===== config.mk =====
export PLATFORM = sky130hd
export DESIGN_NAME = lsu_mem_stage
export DESIGN_NICKNAME = d
export VERILOG_FILES = /design/src/rtl/lsu_mem_stage_pkg.sv /design/src/rtl/lsu_mem_stage_load_ext.sv /design/src/rtl/lsu_mem_stage.sv
export SDC_FILE = /design/constraint.sdc
export NUM_CORES = 1
export LEC_CHECK = 0
export BUFFER_PORTS_ARGS = -buffer_cell sky130_fd_sc_hd__buf_2
export CAP_MARGIN = 0
export CORE_MARGIN = 2
export CORE_UTILIZATION = 51
export CTS_BUF_LIST = sky130_fd_sc_hd__clkbuf_4 sky130_fd_sc_hd__clkbuf_8
export CTS_CLUSTER_DIAMETER = 60
export DETAILED_ROUTE_END_ITERATION = 6
export PLACE_DENSITY = 0.9
export SLEW_MARGIN = 20
export SYNTH_ARGS = -nofsm -noshare
export SYNTH_HDL_FRONTEND = slang
export SYNTH_SLANG_ARGS = --single-unit

===== constraint.sdc =====
create_clock -name clk_i -period 2.5 [get_ports clk_i]
set_clock_uncertainty 0.15 [all_clocks]
set_input_delay 0.25 -clock clk_i [delete_from_list [all_inputs] [get_ports clk_i]]
set_output_delay 0.25 -clock clk_i [all_outputs]
set_load 0.1 [all_outputs]

===== src/rtl/lsu_mem_stage_pkg.sv =====
// Shared definitions for the LSU memory stage: FSM codes, RV32I width codes and lane helpers.
// Pure declarations and combinational functions; no latency or backpressure of its own.
package lsu_mem_stage_pkg;

    localparam int TIMEOUT_DEFAULT = 255;

    typedef enum logic [1:0] {
        ST_IDLE = 2'b00,
        ST_WAIT = 2'b01,
        ST_DONE = 2'b10
    } state_t;

    localparam logic [2:0] F3_B  = 3'b000;
    localparam logic [2:0] F3_H  = 3'b001;
    localparam logic [2:0] F3_W  = 3'b010;
    localparam logic [2:0] F3_BU = 3'b100;
    localparam logic [2:0] F3_HU = 3'b101;

    function automatic logic access_legal(input logic we, input logic [2:0] f3, input logic [1:0] off);
        logic ok;
        case (f3)
            F3_B:    ok = 1'b1;
            F3_H:    ok = !off[0];
            F3_W:    ok = (off == 2'b00);
            F3_BU:   ok = !we;
            F3_HU:   ok = !we && !off[0];
            default: ok = 1'b0;
        endcase
        return ok;
    endfunction

    // Width is carried in f3[1:0]; the unsigned bit does not change the lanes touched.
    function automatic logic [3:0] byte_enables(input logic [1:0] size, input logic [1:0] off);
        logic [3:0] be;
        case (size)
            2'b00:   be = 4'b0001 << off;
            2'b01:   be = off[1] ? 4'b1100 : 4'b0011;
            2'b10:   be = 4'b1111;
            default: be = 4'b0000;
        endcase
        return be;
    endfunction

    function automatic logic [31:0] store_lanes(input logic [1:0] size, input logic [31:0] data);
        logic [31:0] lanes;
        case (size)
            2'b00:   lanes = {4{data[7:0]}};
            2'b01:   lanes = {2{data[15:0]}};
            default: lanes = data;
        endcase
        return lanes;
    endfunction

endpackage


===== src/rtl/lsu_mem_stage_load_ext.sv =====
// Load lane select plus sign/zero extension of the returned bus word.
// Purely combinational, zero latency; no flow control.
module load_ext
    import lsu_mem_stage_pkg::*;
(
    input  logic [2:0]  funct3,
    input  logic [1:0]  offset,
    input  logic [31:0] rdata,
    output logic [31:0] data
);

    logic [7:0]  lane_b;
    logic [15:0] lane_h;

    always_comb begin
        lane_b = rdata[{offset, 3'b000} +: 8];
        lane_h = offset[1] ? rdata[31:16] : rdata[15:0];
        case (funct3)
            F3_B:    data = {{24{lane_b[7]}}, lane_b};
            F3_BU:   data = {24'h0, lane_b};
            F3_H:    data = {{16{lane_h[15]}}, lane_h};
            F3_HU:   data = {16'h0, lane_h};
            default: data = rdata;
        endcase
    end

endmodule


===== src/rtl/lsu_mem_stage.sv =====
// RV32I load/store memory stage: issues one registered bus transaction per legal access.
// Latency: stall for the request cycle plus every WAIT cycle; bus ack or TIMEOUT ends the wait.
module lsu_mem_stage
    import lsu_mem_stage_pkg::*;
#(
    parameter int TIMEOUT = TIMEOUT_DEFAULT
) (
    input  logic        clk_i,
    input  logic        rst_n_i,
    input  logic        req_i,
    input  logic        we_i,
    input  logic [2:0]  funct3_i,
    input  logic [31:0] addr_i,
    input  logic [31:0] wdata_i,
    output logic        stall_o,
    output logic [31:0] dram_rd_o,
    output logic        misalign_o,
    output logic        bus_err_o,
    output logic        bus_req_o,
    output logic        bus_we_o,
    output logic [31:0] bus_addr_o,
    output logic [3:0]  bus_be_o,
    output logic [31:0] bus_wdata_o,
    input  logic        bus_ack_i,
    input  logic [31:0] bus_rdata_i
);

    localparam int CW = (TIMEOUT < 2) ? 1 : $clog2(TIMEOUT + 1);

    state_t        state;
    logic [CW-1:0] cnt;
    logic [2:0]    f3_q;
    logic [1:0]    off_q;
    logic          legal;
    logic [31:0]   ext_data;

    assign legal      = access_legal(we_i, funct3_i, addr_i[1:0]);
    assign misalign_o = req_i && (state == ST_IDLE) && !legal;
    assign stall_o    = rst_n_i && (((state == ST_IDLE) && req_i && legal) || (state == ST_WAIT));

    load_ext u_load_ext (
        .funct3 (f3_q),
        .offset (off_q),
        .rdata  (bus_rdata_i),
        .data   (ext_data)
    );

    always_ff @(posedge clk_i or negedge rst_n_i) begin
        if (!rst_n_i) begin
            state       <= ST_IDLE;
            cnt         <= '0;
            f3_q        <= '0;
            off_q       <= '0;
            dram_rd_o   <= '0;
            bus_err_o   <= 1'b0;
            bus_req_o   <= 1'b0;
            bus_we_o    <= 1'b0;
            bus_addr_o  <= '0;
            bus_be_o    <= '0;
            bus_wdata_o <= '0;
        end else begin
            bus_err_o <= 1'b0;
            case (state)
                ST_IDLE: begin
                    if (req_i && legal) begin
                        state       <= ST_WAIT;
                        cnt         <= '0;
                        f3_q        <= funct3_i;
                        off_q       <= addr_i[1:0];
                        bus_req_o   <= 1'b1;
                        bus_we_o    <= we_i;
                        bus_addr_o  <= {addr_i[31:2], 2'b00};
                        bus_be_o    <= byte_enables(funct3_i[1:0], addr_i[1:0]);
                        bus_wdata_o <= store_lanes(funct3_i[1:0], wdata_i);
                    end
                end
                ST_WAIT: begin
                    // An ack in the final allowed cycle still wins over the timeout.
                    if (bus_ack_i) begin
                        state     <= ST_DONE;
                        bus_req_o <= 1'b0;
                        if (!bus_we_o) begin
                            dram_rd_o <= ext_data;
                        end
                    end else if (cnt == CW'(TIMEOUT - 1)) begin
                        state     <= ST_DONE;
                        bus_req_o <= 1'b0;
                        bus_err_o <= 1'b1;
                        dram_rd_o <= '0;
                    end else begin
                        cnt <= cnt + CW'(1);
                    end
                end
                ST_DONE: state <= ST_IDLE;
                default: state <= ST_IDLE;
            endcase
        end
    end

endmodule


======== Word-level counts from Yosys, hierarchy flattened ========
Cells that the tools add are included.
W data, S select, Z words.
word-level totals
  memory bits (writable) .................. 0
  ROM bits ................................ 0
  output and inout bits ................... 105
  flip-flop bits (word level) ............. 116
  word-level logic and storage cells ...... 76
  memories ................................ 0
  input port bits ......................... 104
  bits in latches ......................... 0
operators by class
  bitwise gates (word level) .............. 0
  reduce and logical (&&, ||, !) cells .... 22
  equal/unequal tests ..................... 16
  div/mod/pow operators ................... 0
  multiplexer cells ....................... 24
  add/sub/neg operators ................... 1
  multipliers ............................. 0
  magnitude comparators ................... 0
  shift-type cells ........................ 2
operator list
  operator               count
  $pmux W32 S4           1
  $mux W32               3
  $pmux W32 S2           1
  $shiftx A32 B6 Y8      1
  $mux W8                3
  $mux W16               1
  $pmux W8 S2            1
  $eq A3 B3 Y1 const B   4
  $pmux W4 S3            1
  $add A8 B1 Y8 const B  1
  $eq A8 B8 Y1 const B   1
  $eq A3 B1 Y1 const B   2
  $logic_and A1 B1 Y1    6
  $logic_not A2 Y1       3
  $logic_not A3 Y1       2
  $mux W1                6
  $mux W2                3
  $ne A2 B2 Y1 const B   3
  $reduce_and A3 Y1      2
  $pmux W1 S5            1
  $eq A2 B1 Y1 const B   2
  $mux W4                1
  $pmux W2 S2            1
  $reduce_and A2 Y1      2
  10 further kinds       13

======== Depth between registers and ports, before layout ========
  depth in word-level cells ............... 6
  depth in mapped cells ................... 8
  gate-level depth less buffers ........... 6

======== Modules after synthesis ========
From an unflattened synthesis, not the netlist that was laid out.
second synthesis, totals
  cell total of the unflattened synthesis .. 475
  area, all modules ....................... 5,783.0 µm²
modules (own cells, without submodules)
  module         seq. area each (µm²)  cells each  area an instance (µm²)  instances
  lsu_mem_stage  2,902.8               379         4,937.2                 1
  load_ext       0.0                   96          845.8                   1

======== Worst setup path before layout ========
Ideal clock, no wire load.
  path kind ............................... input to output
  start ................................... input port funct3_i[0]
  end ..................................... output port stall_o
  data required time ...................... 2,100 ps
  stages on the path ...................... 5
  setup slack ............................. -1,419 ps
  arrival ................................. 3,519 ps
  path through ............................ clkbuf_1 > or4_4 > a21o_1 > clkbuf_1 > a21boi_0
on the way
  longest elaborated chain between the ends .. 5
  elaborated cells between the ends (all ways) .. 9
  those cells by class .................... eq/ne (4); mux (1); reduce/logical (4)
ends and longest elaborated chain
  element                                     RTL line                 source
  start, declared                             lsu_mem_stage.sv:12      input logic [2:0] funct3_i,
  $eq A3 B3 Y1, or another cell as far along  lsu_mem_stage_pkg.sv:21  case (f3)
  $pmux W1 S5 *                               lsu_mem_stage_pkg.sv:21
  $logic_and A1 B1 Y1 *                       lsu_mem_stage.sv:39      assign stall_o = rst_n_i && (((state == ST_IDLE) && req_i && legal) || (state == ST_WAIT));
  $logic_or A1 B1 Y1 *                        lsu_mem_stage.sv:39
  $logic_and A1 B1 Y1 *                       lsu_mem_stage.sv:39
  end, declared                               lsu_mem_stage.sv:15      output logic stall_o,
Every way passes the cells marked *; elsewhere a longest branch is shown, timed or not.

======== Final worst setup path ========
  start ................................... input port funct3_i[2]
  end ..................................... output port stall_o
Same word-level chain as after synthesis.

==> results.txt <==
CTS tree = yes
CTS Buf Count = 17
Most frequent cells in the layout = buf_2 (204), nand2_1 (178), dfrtp_1 (116)
Global route overflow = 0
P&R area growth vs syn = 44.8%
Largest net degree at the start of global routing = 117
Die ar. = 11500 sq um
Required @ worst endpoint = 2100 ps
Floorplan die height = 107 um
Crit share post-route = 97.9%
Top-Level Pins = 209
Port Buf Inserts = 206
Crit Path Category = in -> out
Period minus WS final = 2450 ps
Async set-or-reset flop fraction in the synthesized netlist = 100%
Clk buf depth = 2
Final Cell Area = 7860 sq um
Post-DP Area = 6580 sq um
Antenna violations before repair = 1
Lkg Pwr = 4.14 nW
Placed insts = 884
Slew margin rel. = 38.5%
Max IR drop VDD = 1100 uV
HP Class = in -> reg
Pwr per Cell Area = 1430 nW/um^2
Commonest non-fill, non-tap cell in the layout = buf_2
Nets = 961
Post-synth top flop = dfrtp_1
Post-synth EDFFs = 0
Final Max Tran Viols = 0
Die W = 107 um
Gr usage total = 36.2%
First-pass GRT wire length = 31600 um
Detail Route Antenna Nets = 0
Post-synth top area share = 53.5%
Vias per cell = 5.98
CTS clk-pin slew, worst paths = 70 ps
Setup tns final = 0 ps
Synthesized area per cell = 9.57 sq um
Finished Layout Cells = 1005
HPWL after DPL = 11000 um
Clock root buffer master = clkbuf_8
Pwr Total = 0.0112 W
Clock Latency Late Sink = 430 ps
Final wirelength = 20700 um
Via Count = 6010
Clk sinks = 116
Drc violations = 0
Yosys warns = 0
FP Rows = 37
Final hold viol count = 0
Starting Density = 52.6%
Largest cells by area after synthesis = dfrtp_1 (53%), nand2_1 (12%), mux2i_1 (5.2%), a221o_1 (3.1%), mux2_2 (2.3%)
Worst Setup End Kind = output pin
Share of layout cells above drive strength 1 = 32.3%
GPL Wtd Cong = 0.882
Worst EP arrival = 2050 ps
Leading area contributor after synthesis = dfrtp_1
Final setup fails = 0
Library cells used by synthesis = 46
Vias in the first global route = 6028
DR WL/cell = 20.6 um
Peak Freq = 408 MHz
Max-Cap Viols = 0
Post-synthesis sequential area ratio = 53.5%
H-tree Lvls = 4
Worst slew pin tran = 917 ps
Crit path launch type = input port
Cell count after synthesis = 567
Detailed Routing Iterations Pass 1 = 6
CP Max Fanout = 5
Synth Register Bits = 116
Status = completed
DR iter-0 viols = 710
Core area = 10300 sq um
Synthesized area = 5430 sq um
RSZ-0062 raised after global routing = false
==> stage by stage <==
stage                     setup WS [ps]  utilization (%)  hold slack (ps)
after floorplan                     129                -             -196
after global placement              429             63.7              266
after detailed placement            332             63.7              265
after CTS                          3.18             75.9            0.280
after global routing               28.7             76.1             17.7
final                              51.6             76.1             32.4
==> power breakdown <==
group          internal (W)  total (W)  switching [W]
clock network      0.000920    0.00176       0.000843
registers           0.00249    0.00296       0.000469
logic               0.00108    0.00649        0.00541
==> Yosys cell counts (3+ instances only) <==
cell type and number:
o41ai_1 5, and2_1 5, mux2_2 11, nor2b_1 4, clkbuf_1 15, dfrtp_1 116, a21o_1 9, a221o_1 17
mux2i_1 28, buf_2 10, nand3_1 4, buf_6 7, inv_1 6, nand2b_1 6, a21oi_1 23, buf_4 5
o22ai_1 6, nand2_1 178, and3_1 3, nor2_1 32, o21ai_1 20, o21ai_0 23, a31oi_1 3
==> layer usage <==
layer / global-route usage, % / wire length, um
met1: 43.8 / 7460
met2: 59.9 / 9870
met3: 8.75 / 2220
met4: 18.9 / 1120
met5: 0 / 0
==> kinds of logic after synthesis <==
group | synth area share [%]
AOI/OAI and AO/OA | 14.2
xor gates and xnor gates | 0.161
adders and majority gates | 0.461
buffers and inverters | 4.75
DFF | 53.5
muxes | 8.28
other | 0.0691
and+or+nand+nor | 18.6
==> worst max-delay path, stage by stage <==
cell and delay (ps):
dlygate4sd3_1 530, buf_2 160, or4_4 470, a21o_4 270, a21boi_4 160, buf_12 190
==> final cells by class <==
type | count | area, sq um
timing repair buffer | 308 | 2050
tap | 136 | 170
fill | 614 | 2460
clock buffer | 18 | 248
sequential | 116 | 2900
multi-input combinational | 406 | 2300
inverter | 6 | 22.5
antenna | 1 | 2.50
clock inverter | 14 | 156
==> sequential cells by signal, indices dropped and copies added (netlist names) <==
signal	count
bus_wdata_o	32
f3_q	3
cnt	8
bus_err_o	1
dram_rd_o	32
bus_be_o	4
state	2
bus_we_o	1
bus_req_o	1
bus_addr_o	30
off_q	2
==> final timing paths <==
check	slack, ps	to	cells after the start	from
worst max-delay path	50	stall_o	6	funct3_i[2]
worst min-delay path	30	dram_rd_o[6]	3	bus_rdata_i[6]
worst max register to register	230	bus_wdata_o[9]	6	state[0]
worst min register to register	330	dram_rd_o[4]	2	dram_rd_o[4]
max in group asynchronous	1370	bus_addr_o[21]	3	rst_n_i
min in group asynchronous	330	dram_rd_o[0]	3	rst_n_i
==> timing repair <==
action / in CTS / in global routing
hold endpoints to repair: 200 / 0
hold buffers: 85 / 0
setup endpoints to repair: 0 / 1
gates resized for setup: 0 / 0
buffers inserted: 0 / 3
Power figures use the tool's default switching activity.
